<file path="src/rtl/reg_wb_arbiter.sv">
// Write-port controller for the single-write-port register file: zero-fill
// sweep after reset or soft_clear, then round-robin arbitration of two writers.
module reg_wb_arbiter #(
  parameter int DATA_WIDTH    = 32,
  parameter int ADDRESS_WIDTH = 5
) (
  input  logic                     clk,
  input  logic                     rst,
  input  logic                     soft_clear,
  input  logic                     a_valid,
  output logic                     a_ready,
  input  logic [ADDRESS_WIDTH-1:0] a_rd,
  input  logic [DATA_WIDTH-1:0]    a_data,
  input  logic                     b_valid,
  output logic                     b_ready,
  input  logic [ADDRESS_WIDTH-1:0] b_rd,
  input  logic [DATA_WIDTH-1:0]    b_data,
  output logic                     rf_we,
  output logic [ADDRESS_WIDTH-1:0] rf_addr,
  output logic [DATA_WIDTH-1:0]    rf_wdata,
  output logic                     init_done
);

  typedef enum logic {
    ST_CLEAR,
    ST_RUN
  } state_t;

  state_t                   r_state;
  logic [ADDRESS_WIDTH-1:0] r_cnt;
  logic                     r_lastA;

  logic w_run;
  logic w_grantA;
  logic w_grantB;

  // soft_clear blocks every grant in the cycle it is seen; a tie goes to the
  // requester that did not win last time.
  assign w_run    = (r_state == ST_RUN) && !soft_clear;
  assign w_grantA = w_run && a_valid && (!b_valid || !r_lastA);
  assign w_grantB = w_run && b_valid && (!a_valid || r_lastA);

  assign a_ready = w_grantA;
  assign b_ready = w_grantB;

  always_ff @(posedge clk or posedge rst) begin
    if (rst) begin
      r_state   <= ST_CLEAR;
      r_cnt     <= '0;
      r_lastA   <= 1'b0;
      rf_we     <= 1'b0;
      rf_addr   <= '0;
      rf_wdata  <= '0;
      init_done <= 1'b0;
    end else begin
      case (r_state)
        ST_CLEAR: begin
          rf_we    <= 1'b1;
          rf_addr  <= r_cnt;
          rf_wdata <= '0;
          if (r_cnt == '1) begin
            r_state   <= ST_RUN;
            init_done <= 1'b1;
            r_cnt     <= '0;
          end else begin
            r_cnt <= r_cnt + 1'b1;
          end
        end
        ST_RUN: begin
          if (soft_clear) begin
            r_state   <= ST_CLEAR;
            r_cnt     <= '0;
            init_done <= 1'b0;
            rf_we     <= 1'b0;
          end else if (w_grantA) begin
            // x0 writes are consumed but never reach the array
            rf_we    <= (a_rd != '0);
            rf_addr  <= a_rd;
            rf_wdata <= a_data;
            r_lastA  <= 1'b1;
          end else if (w_grantB) begin
            rf_we    <= (b_rd != '0);
            rf_addr  <= b_rd;
            rf_wdata <= b_data;
            r_lastA  <= 1'b0;
          end else begin
            rf_we <= 1'b0;
          end
        end
        default: begin
          r_state <= ST_CLEAR;
          r_cnt   <= '0;
        end
      endcase
    end
  end

endmodule
</file>
<file path="config.mk">
export PLATFORM = sky130hd
export DESIGN_NAME = reg_wb_arbiter
export DESIGN_NICKNAME = d
export VERILOG_FILES = /design/src/rtl/reg_wb_arbiter.sv
export SDC_FILE = /design/constraint.sdc
export NUM_CORES = 1
export LEC_CHECK = 0
export ABC_AREA = 1
export CAP_MARGIN = 15
export CORE_MARGIN = 2
export CORE_UTILIZATION = 25
export DETAILED_ROUTE_END_ITERATION = 8
export PLACE_DENSITY = 0.6
export SYNTH_ARGS = -nofsm -noshare
export SYNTH_HDL_FRONTEND = slang
export SYNTH_SLANG_ARGS = --single-unit
export TNS_END_PERCENT = 30
</file>
<file path="constraint.sdc">
create_clock -name clk -period 2.6 [get_ports clk]
set_clock_uncertainty 0.15 [all_clocks]
set_input_delay 0.52 -clock clk [delete_from_list [all_inputs] [get_ports clk]]
set_output_delay 0.52 -clock clk [all_outputs]
set_load 0.01 [all_outputs]
</file>
# Yosys cells after proc, flatten, opt, wreduce, memory -nomap -nowiden
# Cells that the tools add are included.
dict set report totals {
  reg_bits 46
  latchBits 0
  ramBits 0
  rom_bits 0
  input_bits 79
  memories 0
}
dict set report classes {
  add_sub_neg 1
  mul 0
  div 0
  magnitude_cmp 0
  n_eq_ne 5
  shifts 0
  n_mux 23
  bitwise_logic 2
  n_reduce_logical 17
}
# cell count
set op_table {}
lappend op_table {{$mux W32} 3}
lappend op_table {{$pmux W32 S2} 1}
lappend op_table {{$mux W5} 5}
lappend op_table {{$pmux W5 S2} 2}
lappend op_table {{$reduce_bool A5 Y1} 2}
lappend op_table {{$mux W1} 9}
lappend op_table {{$ne A2 B2 Y1 const B} 3}
lappend op_table {{$pmux W1 S2} 3}
lappend op_table {{$add A5 B1 Y5 const B} 1}
lappend op_table {{$eq A5 B5 Y1 const B} 1}
lappend op_table {{$logic_and A1 B1 Y1} 5}
lappend op_table {{$logic_not A1 Y1} 4}
lappend op_table {{$reduce_and A2 Y1} 2}
lappend op_table {{$ne A3 B3 Y1 const B} 1}
lappend op_table {{$reduce_and A3 Y1} 1}
lappend op_table {{$logic_or A1 B1 Y1} 2}
lappend op_table {{$not A1 Y1} 2}
lappend op_table {{$reduce_bool A2 Y1} 1}

# Logic depth before layout (Yosys ltp)
# Gate-level depths: netlist of the first run.
dict set report logic_depth {
  word_depth 8
  ltp_mapped 8
  depth_no_buf 7
}

# Least setup slack after synthesis of the first run
# OpenSTA, ideal clock, no wires.
dict set report synth_timing {
  kind {in2out}
  startpoint {input soft_clear}
  endpoint {output a_ready}
  arrival_ps 1046
  required_ps 1930
  setup_slack_ps 884
  stages 4
  n_path_buf 1
  path_cell_list {inv_2 nand3_1 nor2_1 buf_2}
}
dict set report synth_via {
  elab_chain_cells 4
}
# item line
set synth_rtl {}
lappend synth_rtl {{start, declared} 9} ;# input logic soft_clear,
lappend synth_rtl {{$logic_not A1 Y1} 39} ;# assign w_run = (r_state == ST_RUN) && !soft_clear;
lappend synth_rtl {{$logic_and A1 B1 Y1} 39}
lappend synth_rtl {{$logic_and A1 B1 Y1 (2 in a row)} 40} ;# assign w_grantA = w_run && a_valid && (!b_valid || !r_lastA);
lappend synth_rtl {{end, declared} 11} ;# output logic a_ready,
# No other way between the ends.

# Worst setup path in the final report of the first run
# Same ends and word-level chain as after synthesis.

==> metrics, run 1 <==
DRC 0; Critical Path Start soft_clear; Core Area 10,140 um2; CTS clk-pin slew, worst paths 0.08 ns; CTS Sinks 46; number of flops mapped to enable cells by yosys 0; drt pass-1 iters 3; Hold Startpoint rf_wdata[12]$_DFFE_PP0P_; total wire length 6810 um; total track usage 13.19%; Fin. Hold Viols 0; ratio of cells with drive above 1 in the final layout 5.233%; # rows 37; unrepaired setup endpoints after global routing no; Max Slew Vio Count 0; setup violators final 0; DIE WIDTH 105.5 um; NetSw 747.7 uW; Post-Syn Nets 471; I/O pin cnt 120; Leakage Power 2.259 nW; fmax 437.7 MHz; Worst Setup Start Kind input port; Crit path arrival time 1.61 ns; Crit Path Category in -> out; Cells after Synth 390; critical path endpoint category output pin; first-pass GRT wire length 12,060 um; CTS Buffer Depth 2; worst rel slew slack 69.38%; Top FF cell, synth dfrtp_1; share of the synthesized area in the top cell type 44.70%; Combinational Power Share 39.3%; dominant cell type by area after synthesis dfrtp_1; Tmin final 2.285 ns; synthesized area 2575 um2; vias in the first global route 2,632; Core Util, Final 40.18%; Worst VDD drop 0.0002159 V; number of distinct library cells after synthesis 17; Pwr Density 555.7 nW/um2; final non-filler cell area 4074 um2; ant diodes 0; HPWL after DPL 5251 um; initial antenna violation count 0; gr ovfl total 0; TritonCTS buffer count 5; Yosys reg bits 46; die height 105.5 um; P_int 1.516 mW; die area 11,130 um2; nets@finish 598; CP max-delay cell clkdlybuf4s50_1; Final Wtd Congestion 0.7692; Post-Place Cell Area 3990 um2; total negative slack 0 ns; share of the clock period used by the worst path 87.88%; Syn Area/Cell 6.602 um2; cell with the most instances after synthesis nand2_1; CTS Hold Bufs 0; Flop pwr share 41.7%; PortBufs 119; status complete, no violations; Wirelength per Cell 10.44 um; Hold WC Path Type reg -> reg; root buf cell clkbuf_8; Via density 3.995; Via Count 2,605; largest net degree at the start of global routing 39; Initial Utilization 25.40%; most common library cells after synthesis nand2_1 (157), inv_1 (88), dfrtp_1 (46); power share of the clock group 19.0%; crit-path max cell delay 0.43 ns; main area contributors after synthesis dfrtp_1 (45%), nand2_1 (23%), inv_1 (13%), nand3_1 (8.4%), nor2_1 (3.8%); TritonCTS clock tree yes; Worst Path Max Fanout 4; Synth warnings 0; Critical R2R Launch r_cnt[0]$_DFFE_PP0P_; Syn-to-layout area delta 58.21%; total power 2.264 mW; H-Tree Depth 2; Routed Antenna Nets 0; Clock Latency Late Sink 0.29 ns; Initial DRC Count 68; Max-Cap Viols 0; asr flop ratio synth 100.0%; Worst Path Required 1.93 ns; Slew @ Worst Pin 0.4587 ns; register area share after synthesis 44.70%; worst-path cell chain clkdlybuf4s50_1 -> inv_2 -> nand3_1 -> nor2_4 -> dlygate4sd2_1; switch share 33.02%
## power by group through the flow
| stage | combinational (mW) | sequential (mW) | clock [mW] |
|---|---|---|---|
| floorplan | 0.418 | 0.991 | 0 |
| global placement | 0.895 | 0.955 | 0 |
| detailed placement | 0.909 | 0.958 | 0 |
| CTS | 0.910 | 0.947 | 0.452 |
| global route | 1.01 | 0.965 | 0.481 |
| finish | 0.890 | 0.944 | 0.429 |
## layer usage
metal  wire [um]  vias to the layer above  global-route usage [%]
li1            -                     1382                       -
met3         525                        2                   3.896
met1        3089                     1145                   16.47
met2        3170                       76                   22.72
met5           0                        -                       0
met4          24                        0                   2.538
## registers in the layout, summed over array words and instances (netlist names)
signal	count
r_cnt	5
init_done	1
rf_addr	5
r_state	1
r_lastA	1
rf_wdata	32
rf_we	1
## cells by family after synthesis
group | after synthesis | share of synthesized area [%]
AND/OR/NAND/NOR | 229 | 35.71
buffers and inverters | 105 | 16.96
flip-flops | 46 | 44.70
AO/OA/AOI/OAI | 8 | 1.652
adder cells (fa/ha/maj) | 2 | 0.9717
## critical path: cells and delay by family
| family | cells | cell delay [ns] |
|---|---|---|
| buffers and inverters | 3 | 0.83 |
| AND/OR/NAND/NOR | 2 | 0.26 |
## cell usage in the layout, fill, tap and decap left out
cell / Yosys / routed
nand3_1: 43 / 43
buf_4: 1 / 14
inv_1: 88 / 87
dlymetal6s2s_1: 0 / 1
buf_12: 0 / 2
ha_1: 2 / 2
o22ai_1: 2 / 2
clkbuf_8: 0 / 6
nor2_4: 0 / 1
dlygate4sd2_1: 0 / 1
dfrtp_1: 46 / 46
o21ai_0: 2 / 2
nand2_2: 1 / 1
nor2_1: 26 / 25
a21oi_1: 4 / 4
clkdlybuf4s50_1: 0 / 117
inv_2: 2 / 3
nor3_1: 1 / 1
nand2_1: 157 / 157
nand4_1: 1 / 1
## worst paths after layout
check,endpoint,depth (start not counted),slack [ns]
max in group asynchronous,rf_wdata[26]$_DFFE_PP0P_,3,1.38
worst min register to register,rf_wdata[12]$_DFFE_PP0P_,2,0.33
worst min-delay path,rf_wdata[12]$_DFFE_PP0P_,2,0.33
worst max register to register,r_cnt[3]$_DFFE_PP0P_,7,0.97
worst max-delay path,a_ready,5,0.32
min in group asynchronous,rf_wdata[20]$_DFFE_PP0P_,2,0.41
## cell type report
type | instances | area [um2]
multi-input cells | 239 | 994.7
repair buffers | 135 | 1338
inverters | 90 | 337.8
fillers | 1079 | 6065
well taps | 136 | 170.2
flip-flops and latches | 46 | 1151
clock buffers | 6 | 82.58
## stage by stage
stage               cells  hold slack (ns)  setup slack (ns)
floorplan             390           0.3223            0.8422
global placement      646           0.3113          0.009758
detailed placement    646           0.3140          0.004395
CTS                   652           0.3355           0.03271
global route          652           0.3591            0.1947
finish                652           0.3324            0.3151
## timing repair
action,in CTS,in global routing
setup buffers,0,0
gates cloned,0,0
gates resized for setup,1,1
endpoints found under the setup margin,1,1
pin swaps,0,0
No activity file was read; power rests on OpenSTA's default activity.
==> inputs of run 2 (changes only) <==
- SLEW_MARGIN: not set -> 20
==> results of run 2 <==
Final layout, timing and power as in run 1 (identical DEF).
==> inputs of run 3 (changes only) <==
- CTS_BUF_LIST: not set -> sky130_fd_sc_hd__clkbuf_16
- PLACE_DENSITY: 0.6 -> 0.62
- clock period: 2.6 -> 2 ns (I/O delays scaled with it)
==> metrics, run 3 (synthesis results as in run 1) <==
worst rel slew slack 72.55% (+3.2 points); area occupied by multi-input gates 997.2 um2 (+0.25%); Wirelength per Cell 11.09 um (+6.2%); HPWL after DPL 5360 um (+2.1%); Worst R2R Setup Slack 0.35 ns (-0.62 ns); Via density 4.090 (+2.4%); Final Wtd Congestion 0.7779 (+1.1%); CTS Hold Bufs 0 (unchanged); total track usage 13.25% (+0.059 points); ratio of cells with drive above 1 in the final layout 5.973% (+0.74 points); Fin. Hold Viols 0 (unchanged); Pwr Density 764.0 nW/um2 (+37%); gr ovfl total 0 (unchanged); Hold Path Sink rf_wdata[2]$_DFFE_PP0P_; Initial Utilization 25.40% (unchanged); H-Tree Depth 2 (unchanged); fmax 513.1 MHz; Core Area 10,140 um2 (unchanged); max FFs per register 32 (unchanged); critical path endpoint category output pin; Max Slew Vio Count 0 (unchanged); CTS Sinks 46 (unchanged); CTS Buffer Depth 2 (unchanged); Slew @ Worst Pin 0.4117 ns (-0.04695 ns); TritonCTS buffer count 5 (unchanged); total wire length 7263 um (+6.7%); R2R Path End r_cnt[3]$_DFFE_PP0P_; CP delay by family, top buffers and inverters; DRC 0 (unchanged); unrepaired setup endpoints after global routing no; area occupied by registers 1151 um2 (unchanged); DIE WIDTH 105.5 um (unchanged); Critical Path Start b_valid; die height 105.5 um (unchanged); largest net degree at the start of global routing 47 (+21%); worst slack at placement -0.3631 ns (-0.3675 ns); Worst Path Required 1.45 ns (-0.48 ns); Clock Latency Late Sink 0.28 ns (about the same); Routed Antenna Nets 0 (unchanged); PortBufs 119 (unchanged); Reg2Reg Depth 7 (unchanged); setup violators final 0 (unchanged); total negative slack 0 ns (unchanged); ant diodes 0 (unchanged); Crit path arrival time 1.40 ns (-0.21 ns); Hold WC Path Type reg -> reg; WHS Path Cells 2 (unchanged); root buf cell clkbuf_16; Worst Setup Start Kind input port; initial antenna violation count 0 (unchanged); final non-filler cell area 4187 um2 (+2.8%); fill count 1,049 (-2.8%); largest register by flop count rf_wdata; TritonCTS clock tree yes; status complete, no violations; Max-Cap Viols 0 (unchanged); Hold Startpoint rf_wdata[2]$_DFFE_PP0P_; die area 11,130 um2 (unchanged); Worst VDD drop 0.0003972 V (+84%); crit-path max cell delay 0.50 ns (+0.07 ns); most frequent cells in the layout nand2_1 (157), clkdlybuf4s50_1 (117), inv_1 (89), dfrtp_1 (46), nand3_1 (43); Via Count 2,679 (+2.8%); Post-Place Cell Area 4040 um2 (+1.3%); I/O pin cnt 120 (unchanged); worst-path cell chain clkdlybuf4s50_1 -> nand3_1 -> nor2_2 -> clkdlybuf4s15_2; drt pass-1 iters 4 (+1); total power 3.198 mW (+41%); CTS clk-pin slew, worst paths 0.06 ns (-0.02 ns); vias in the first global route 2,609 (-0.87%); commonest non-fill, non-tap cell in the layout nand2_1; Syn-to-layout area delta 62.59%; Initial DRC Count 102 (+50%); first-pass GRT wire length 12,080 um (+0.12%); Leakage Power 2.295 nW (+1.6%); Critical R2R Launch r_cnt[0]$_DFFE_PP0P_; # rows 37 (unchanged); share of the clock period used by the worst path 97.44%; CP max-delay cell clkdlybuf4s50_1; Crit Path Category in -> out; Largest regs rf_wdata (32), r_cnt (5), rf_addr (5); WP buf/inv 2 (-1); fin worst setup slack 0.05118 ns (-0.2639 ns); nets@finish 600 (+0.33%); Tmin final 1.949 ns; Worst Path Max Fanout 2 (-2)
[run 3: final cells by class]
type / count / share of cell area (%)
inverters: 90 / 8.069
flip-flops and latches: 46 / 27.50
clock inverters: 2 / 0.1793
clock buffers: 5 / 2.989
well taps: 136 / 4.065
repair buffers: 137 / 33.38
multi-input cells: 239 / 23.82
[run 3: power by group]
group | switching (mW) | leakage (nW) | internal, mW
registers | 0.113 | 0.613 | 1.12
logic | 0.583 | 1.61 | 0.618
clock network | 0.319 | 0.0723 | 0.447
[run 3: per-layer routing]
metal / global-route usage [%] / vias to the layer above / routed length, um
li1: - / 1386 / -
met1: 16.34 / 1202 / 3197
met2: 23.23 / 86 / 3534
met3: 3.834 / 5 / 485
met4: 2.350 / 0 / 46
met5: 0 / - / 0
[run 3: worst reg2reg max path, stage by stage, from the launching register on]
cell	delay, ns
dfrtp_1	0.41
ha_1	0.22
nand2_1	0.09
nor2_1	0.05
ha_1	0.19
nor2_1	0.24
nand2_1	0.10
o22ai_1	0.12
[run 3: worst max path at each step]
stage | to | slack [ns] | cells after the start
finish | b_ready | 0.05 | 4
global route | b_ready | 0.009 | 5
CTS | b_ready | 0.01 | 6
detailed placement | a_ready | -0.36 | 5
global placement | a_ready | -0.35 | 5
floorplan | init_done$_DFFE_PP0P_ | 0.36 | 1
[run 3: metrics by stage]
stage	std cells	util, %	hold WS [ns]
after detailed placement	646	39.85	0.3144
after CTS	653	41.12	0.3312
after global placement	646	39.85	0.3133
after floorplan	390	-	0.3223
final	655	41.29	0.3264
after global routing	655	41.29	0.3495
[run 3: what timing repair did]
item | CTS | global route
setup buffers | 0 | 2
resized for setup | 7 | 1
setup endpoints to repair | 2 | 1
hold endpoints to repair | 0 | 0
cloned | 0 | 0
pin swaps | 0 | 1
